===== src/rtl/param_seq_detector.sv =====
// Parametrised Mealy serial-pattern detector with run-time loadable pattern,
// overlap/non-overlap modes, a registered match flag and a saturating match counter.
module param_seq_detector #(
  parameter int               PAT_W   = 4,
  parameter logic [PAT_W-1:0] PATTERN = 4'b1010,
  parameter int               CNT_W   = 8
) (
  input  logic             clk,
  input  logic             reset,
  input  logic             en,
  input  logic             x,
  input  logic             overlap,
  input  logic             pat_load,
  input  logic [PAT_W-1:0] pat_in,
  output logic             z,
  output logic             z_q,
  output logic [CNT_W-1:0] match_count,
  output logic             count_sat
);

  localparam int            FW   = $clog2(PAT_W);
  localparam logic [FW-1:0] FULL = FW'(PAT_W - 1);

  logic [PAT_W-2:0] hist;
  logic [FW-1:0]    fill;
  logic [PAT_W-1:0] pat;
  logic [PAT_W-1:0] window;
  logic             m;

  // Candidate window: accepted history followed by the bit on x this cycle.
  assign window    = {hist, x};
  assign m         = reset & en & ~pat_load & (fill == FULL) & (window == pat);
  assign z         = m;
  assign count_sat = &match_count;

  always_ff @(posedge clk) begin
    if (!reset) begin
      hist        <= '0;
      fill        <= '0;
      pat         <= PATTERN;
      match_count <= '0;
      z_q         <= 1'b0;
    end else if (pat_load) begin
      pat         <= pat_in;
      hist        <= '0;
      fill        <= '0;
      match_count <= '0;
      z_q         <= 1'b0;
    end else begin
      z_q <= m;
      if (en) begin
        // Non-overlapping mode drops the whole history after a hit.
        if (m && !overlap) begin
          hist <= '0;
          fill <= '0;
        end else begin
          hist <= window[PAT_W-2:0];
          if (fill != FULL) fill <= fill + 1'b1;
        end
        if (m && !count_sat) match_count <= match_count + 1'b1;
      end
    end
  end

endmodule

===== config.mk =====
export PLATFORM = sky130hd
export DESIGN_NAME = param_seq_detector
export DESIGN_NICKNAME = d
export VERILOG_FILES = /design/src/rtl/param_seq_detector.sv
export SDC_FILE = /design/constraint.sdc
export NUM_CORES = 1
export LEC_CHECK = 0
export CAP_MARGIN = 0
export CORE_AREA = 8 8 70 72
export CTS_CLUSTER_SIZE = 8
export DETAILED_ROUTE_END_ITERATION = 8
export DIE_AREA = 0 0 78 80
export HOLD_SLACK_MARGIN = 0.15
export MAX_ROUTING_LAYER = met4
export PLACE_DENSITY = 0.54
export SYNTH_ARGS = -nofsm -noshare
export SYNTH_HDL_FRONTEND = slang
export SYNTH_SLANG_ARGS = --single-unit

===== constraint.sdc =====
create_clock -name clk -period 5.6 [get_ports clk]
set_clock_uncertainty 0.2 [all_clocks]
set_input_delay 1.12 -clock clk [delete_from_list [all_inputs] [get_ports clk]]
set_output_delay 1.12 -clock clk [all_outputs]
set_load 0.01 [all_outputs]

# Yosys cells after proc, flatten, opt, wreduce, memory -nomap -nowiden
# Cells that the tools add are included.
# totals
register_bits	18
out_inout_bits	11
word_cells	28
# classes
eq_ne	3
n_addsub	2
reduce_logical	9
bitwise_logic	6
mux	3
# op_table
cell	n
adder 8 x 1 -> 8 bit (second input constant)	1
AND reduction 8 bit	1
bitwise AND 1 bit	4
== test 4 bit	1
two-way mux 2 bit	2
AND reduction 2 bit	2
two-way mux 3 bit	1
adder 2 x 1 -> 2 bit (second input constant)	1
== test 2 bit (second input constant)	1
logical AND 1 bit	2
logical NOT 1 bit	2
inequality test 2 bit (second input constant)	1
inverter 1 bit	2
nonzero test 2 bit	1
OR reduction 2 bit	1

# Longest topological paths before layout
# depth
word_depth	7
depth_mapped	6
mapped_depth_nobuf	5

# Worst setup path after synthesis
# No wires, ideal clock.
# synth_timing
path_kind	input-to-output
start	input port en
end	output port z
path_stages	4
n_path_buf	1
setup_slack_ns	2.419
arrival_time_ns	1.861
cell_sequence	buf_2 -> nand4b_4 -> or2_1 -> nor2_1
# synth_via
elab_chain_cells	4
# synth_lines
element	line	source
start: declaration	10	input logic en,
bitwise AND 1 bit (4 in a row)	32	assign m = reset & en & ~pat_load & (fill == FULL) & (window == pat);
end: declaration	15	output logic z,
# No other way between the ends.

# Worst setup path after layout
# layout_timing
start	input port x
end	output port z
# layout_via
elab_chain_cells	2
# layout_lines
element	line	source
start: declaration	11	input logic x,
== test 4 bit	32	
bitwise AND 1 bit	32	
# No other way between the ends.

==> flow_metrics.py <==
metrics = {
    "logic_synthesis": {
        "postSynthCellCount": 102,
        "synth_area_um2": 930,
        "ys_types": 34,
        "avgSynthCellArea_um2": 9.11,
        "seq_area_frac_synth_pct": 38.8,
        "synth_nets": 114,
        "ys_ff_latch": 18,
        "yosys_warnings": 0,
    },
    "global_route": {
        "grt_max_degree": 18,
        "grt_pass1_vias": 851,
        "grt_use_total_pct": 8.09,
        "antenna_found_initial": 0,
        "grt_overflow": 0,
        "grt_pass1_wl_um": 3960,
    },
    "routing": {
        "wl_per_cell_um": 13.5,
        "viasPerCell": 4.95,
        "vias": 836,
        "drt.antenna.violating_nets": 0,
        "drtPass1Iterations": 4,
        "totalWireLength_um": 2290,
        "drc_errors": 0,
        "drtIter0Drc": 57,
    },
    "critical_path": {
        "end_kind": "output pin",
        "slowest_delay_ns": 0.55,
        "critPathMaxFanout": 17,
        "crit_slowest_cell": "clkdlybuf4s50_1",
        "arrival_ns": 2.97,
        "cp-startpoint": "x",
        "startpoint_type": "input port",
        "timing.rr.start": "match_count[0]$_SDFFE_PP0P_",
        "crit_chain": "clkdlybuf4s50_1 -> xnor2_1 -> nand3_1 -> nor2_1 -> clkdlybuf4s50_1",
        "worst_path_most_repeated_cell": "clkdlybuf4s50_1",
        "required_ns": 4.28,
        "path_class": "input port to output pin",
    },
    "sta": {
        "fin_crit_sh_pct": 76.6,
        "tns_ns": 0,
        "maxClockFrequency_mhz": 233,
        "tightest_slew_ns": 0.544,
        "rsz0062_at_grt": "false",
        "period_minus_slack_ns": 4.29,
        "slew_headroom_pct": 63.7,
        "drv_slew": 0,
        "setup_viol": 0,
        "final_hold_viol_count": 0,
    },
    "clock_network": {
        "path_clk_slew_ns": 0.07,
        "cts_buffers": 3,
        "clockBufferDepth": 2,
        "cts_root_buffer": "clkbuf_8",
        "cts_tree": "yes",
        "post_cts_buffers": 0,
        "clk_latency_ns": 0.26,
        "ctsHoldBuffers": 0,
        "h-tree-depth": 1,
        "clkSinkCount": 18,
        "cts_resized": 0,
    },
    "final_layout": {
        "synthToLayoutAreaGrowth_pct": 28.5,
        "drive_above_1_share_pct": 4.20,
        "final_core_util_pct": 31.0,
        "design_area_um2": 1190,
        "num_antenna_cells": 0,
        "fillers": 423,
        "num-nets-final": 133,
    },
    "pwr": {
        "power.density_nw_per_um2": 205,
        "p_leak_nw": 0.398,
        "max-vdd-ir-drop_uv": 79.9,
    },
    "place": {
        "io_buffers": 20,
        "dpl_cell_area_um2": 1150,
        "hpwl_um": 1760,
        "gp_congestion": 0.770,
    },
    "floorplan": {
        "coreArea_um2": 3860,
        "initial_core_util_pct": 24.1,
        "die_h_um": 80,
        "chipWidth_um": 78,
        "die-area_um2": 6240,
        "pin_count": 21,
        "rows": 23,
    },
    "job": {
        "max-cap-violations": 0,
    },
    "hold_path": {
        "hold_path_startpoint": "fill[1]$_SDFFE_PP0P_",
        "hp-class": "flop to flop",
    },
    "outcome": {
        "status": "finished clean",
    },
}
## cell usage after synthesis
| master | n | area (um^2) |
|---|---|---|
| or4_1 | 5 | 37.5 |
| a21oi_1 | 7 | 35.0 |
| o32ai_1 | 3 | 26.3 |
| and4_1 | 1 | 8.76 |
| buf_2 | 1 | 5.00 |
| nor3_1 | 3 | 15.0 |
| nand3_1 | 8 | 40.0 |
| ha_1 | 2 | 25.0 |
| and2_1 | 1 | 6.26 |
| nand4b_4 | 1 | 23.8 |
| a211oi_1 | 1 | 7.51 |
| and2b_1 | 1 | 7.51 |
| nand4_1 | 1 | 6.26 |
| and3_1 | 3 | 18.8 |
| dfxtp_1 | 18 | 360 |
| o211a_1 | 1 | 10.0 |
| or2_1 | 1 | 6.26 |
| or3_1 | 1 | 6.26 |
| inv_1 | 5 | 18.8 |
| clkbuf_1 | 3 | 11.3 |
| nor2b_1 | 3 | 18.8 |
| o21ai_0 | 2 | 10.0 |
| xnor2_1 | 3 | 26.3 |
| xor2_1 | 1 | 8.76 |
| nor4b_1 | 1 | 8.76 |
| nand2b_1 | 1 | 6.26 |
| nor2_1 | 2 | 7.51 |
| or2b_1 | 1 | 7.51 |
| a211o_1 | 1 | 8.76 |
| buf_6 | 2 | 22.5 |
| nand2_1 | 6 | 22.5 |
| mux2i_1 | 6 | 60.1 |
| a31o_2 | 1 | 8.76 |
| o31ai_1 | 5 | 37.5 |
## final timing paths
| kind | cells after the start | slack (ns) | end |
|---|---|---|---|
| max | 5 | 1.31 | z |
| min | 2 | 0.27 | fill[1]$_SDFFE_PP0P_ |
| max reg2reg | 5 | 3.31 | match_count[4]$_SDFFE_PP0P_ |
| min reg2reg | 2 | 0.27 | fill[1]$_SDFFE_PP0P_ |
## power breakdown
part | internal (mW) | leakage, nW | switching [mW]
logic | 0.0113 | 0.231 | 0.0107
clock network | 0.0479 | 0.0216 | 0.0425
registers | 0.131 | 0.146 | 0.00182
total | 0.190 | 0.398 | 0.0550
## flip-flops by register name, indices dropped and copies added (netlist names)
| name | cells |
|---|---|
| fill | 2 |
| hist | 3 |
| match_count | 8 |
| pat | 4 |
| z_q | 1 |
## cell type report
cell class	instances	area, um^2	area share [%]
multi-input cells	73	512	42.8
flip-flops and latches	18	360	30.2
repair buffers	20	200	16.8
well taps	50	62.6	5.24
clock buffers	3	41.3	3.46
inverters	5	18.8	1.57
## placed cells by master (no fill, tap or decap), drive strengths merged, types with 2 or more instances in the layout
master / instances
a21oi: 7
and3: 3
clkbuf: 3
clkdlybuf4s50: 20
dfxtp: 18
ha: 2
inv: 5
mux2i: 6
nand2: 6
nand3: 8
nor2: 2
nor2b: 3
nor3: 3
o21ai: 2
o31ai: 5
o32ai: 3
or4: 5
xnor2: 3
## stage by stage
stage | cells | total power, mW | hold WS [ns] | setup slack (ns)
final | 169 | 0.245 | 0.274 | 1.31
after global routing | 169 | 0.257 | 0.308 | 1.13
after CTS | 169 | 0.250 | 0.279 | 1.30
after detailed placement | 166 | 0.157 | 0.266 | 1.30
after global placement | 166 | 0.157 | 0.253 | 1.34
after floorplan | 102 | 0.149 | 0.242 | 2.42
## critical path: cells and delay by family
| family | cells | cell delay, ns |
|---|---|---|
| xor gates and xnor gates | 1 | 0.15 |
| buffers and inverters | 2 | 1.04 |
| and+or+nand+nor | 2 | 0.65 |
## per-layer routing
layer	share of wire [%]	track usage, %	wire length (um)	up-vias
met3	7.9	2.59	180	5
met4	2.6	5.00	59	0
met1	43	8.90	989	389
li1	-	-	-	414
met2	46	12.5	1060	28
met5	0	-	0	-
## kinds of logic (layout without fill, tap and decap cells)
| kind of cell | count (synthesis) | after routing | share of synthesized area [%] |
|---|---|---|---|
| XOR/XNOR | 4 | 4 | 3.77 |
| multiplexers | 6 | 6 | 6.46 |
| flip-flops | 18 | 18 | 38.8 |
| AO/OA/AOI/OAI | 21 | 21 | 15.5 |
| adder cells (fa/ha/maj) | 2 | 2 | 2.69 |
| buffers and inverters | 11 | 28 | 6.19 |
| AND/OR/NAND/NOR | 40 | 40 | 26.7 |
(Power assumes the default switching activity.)
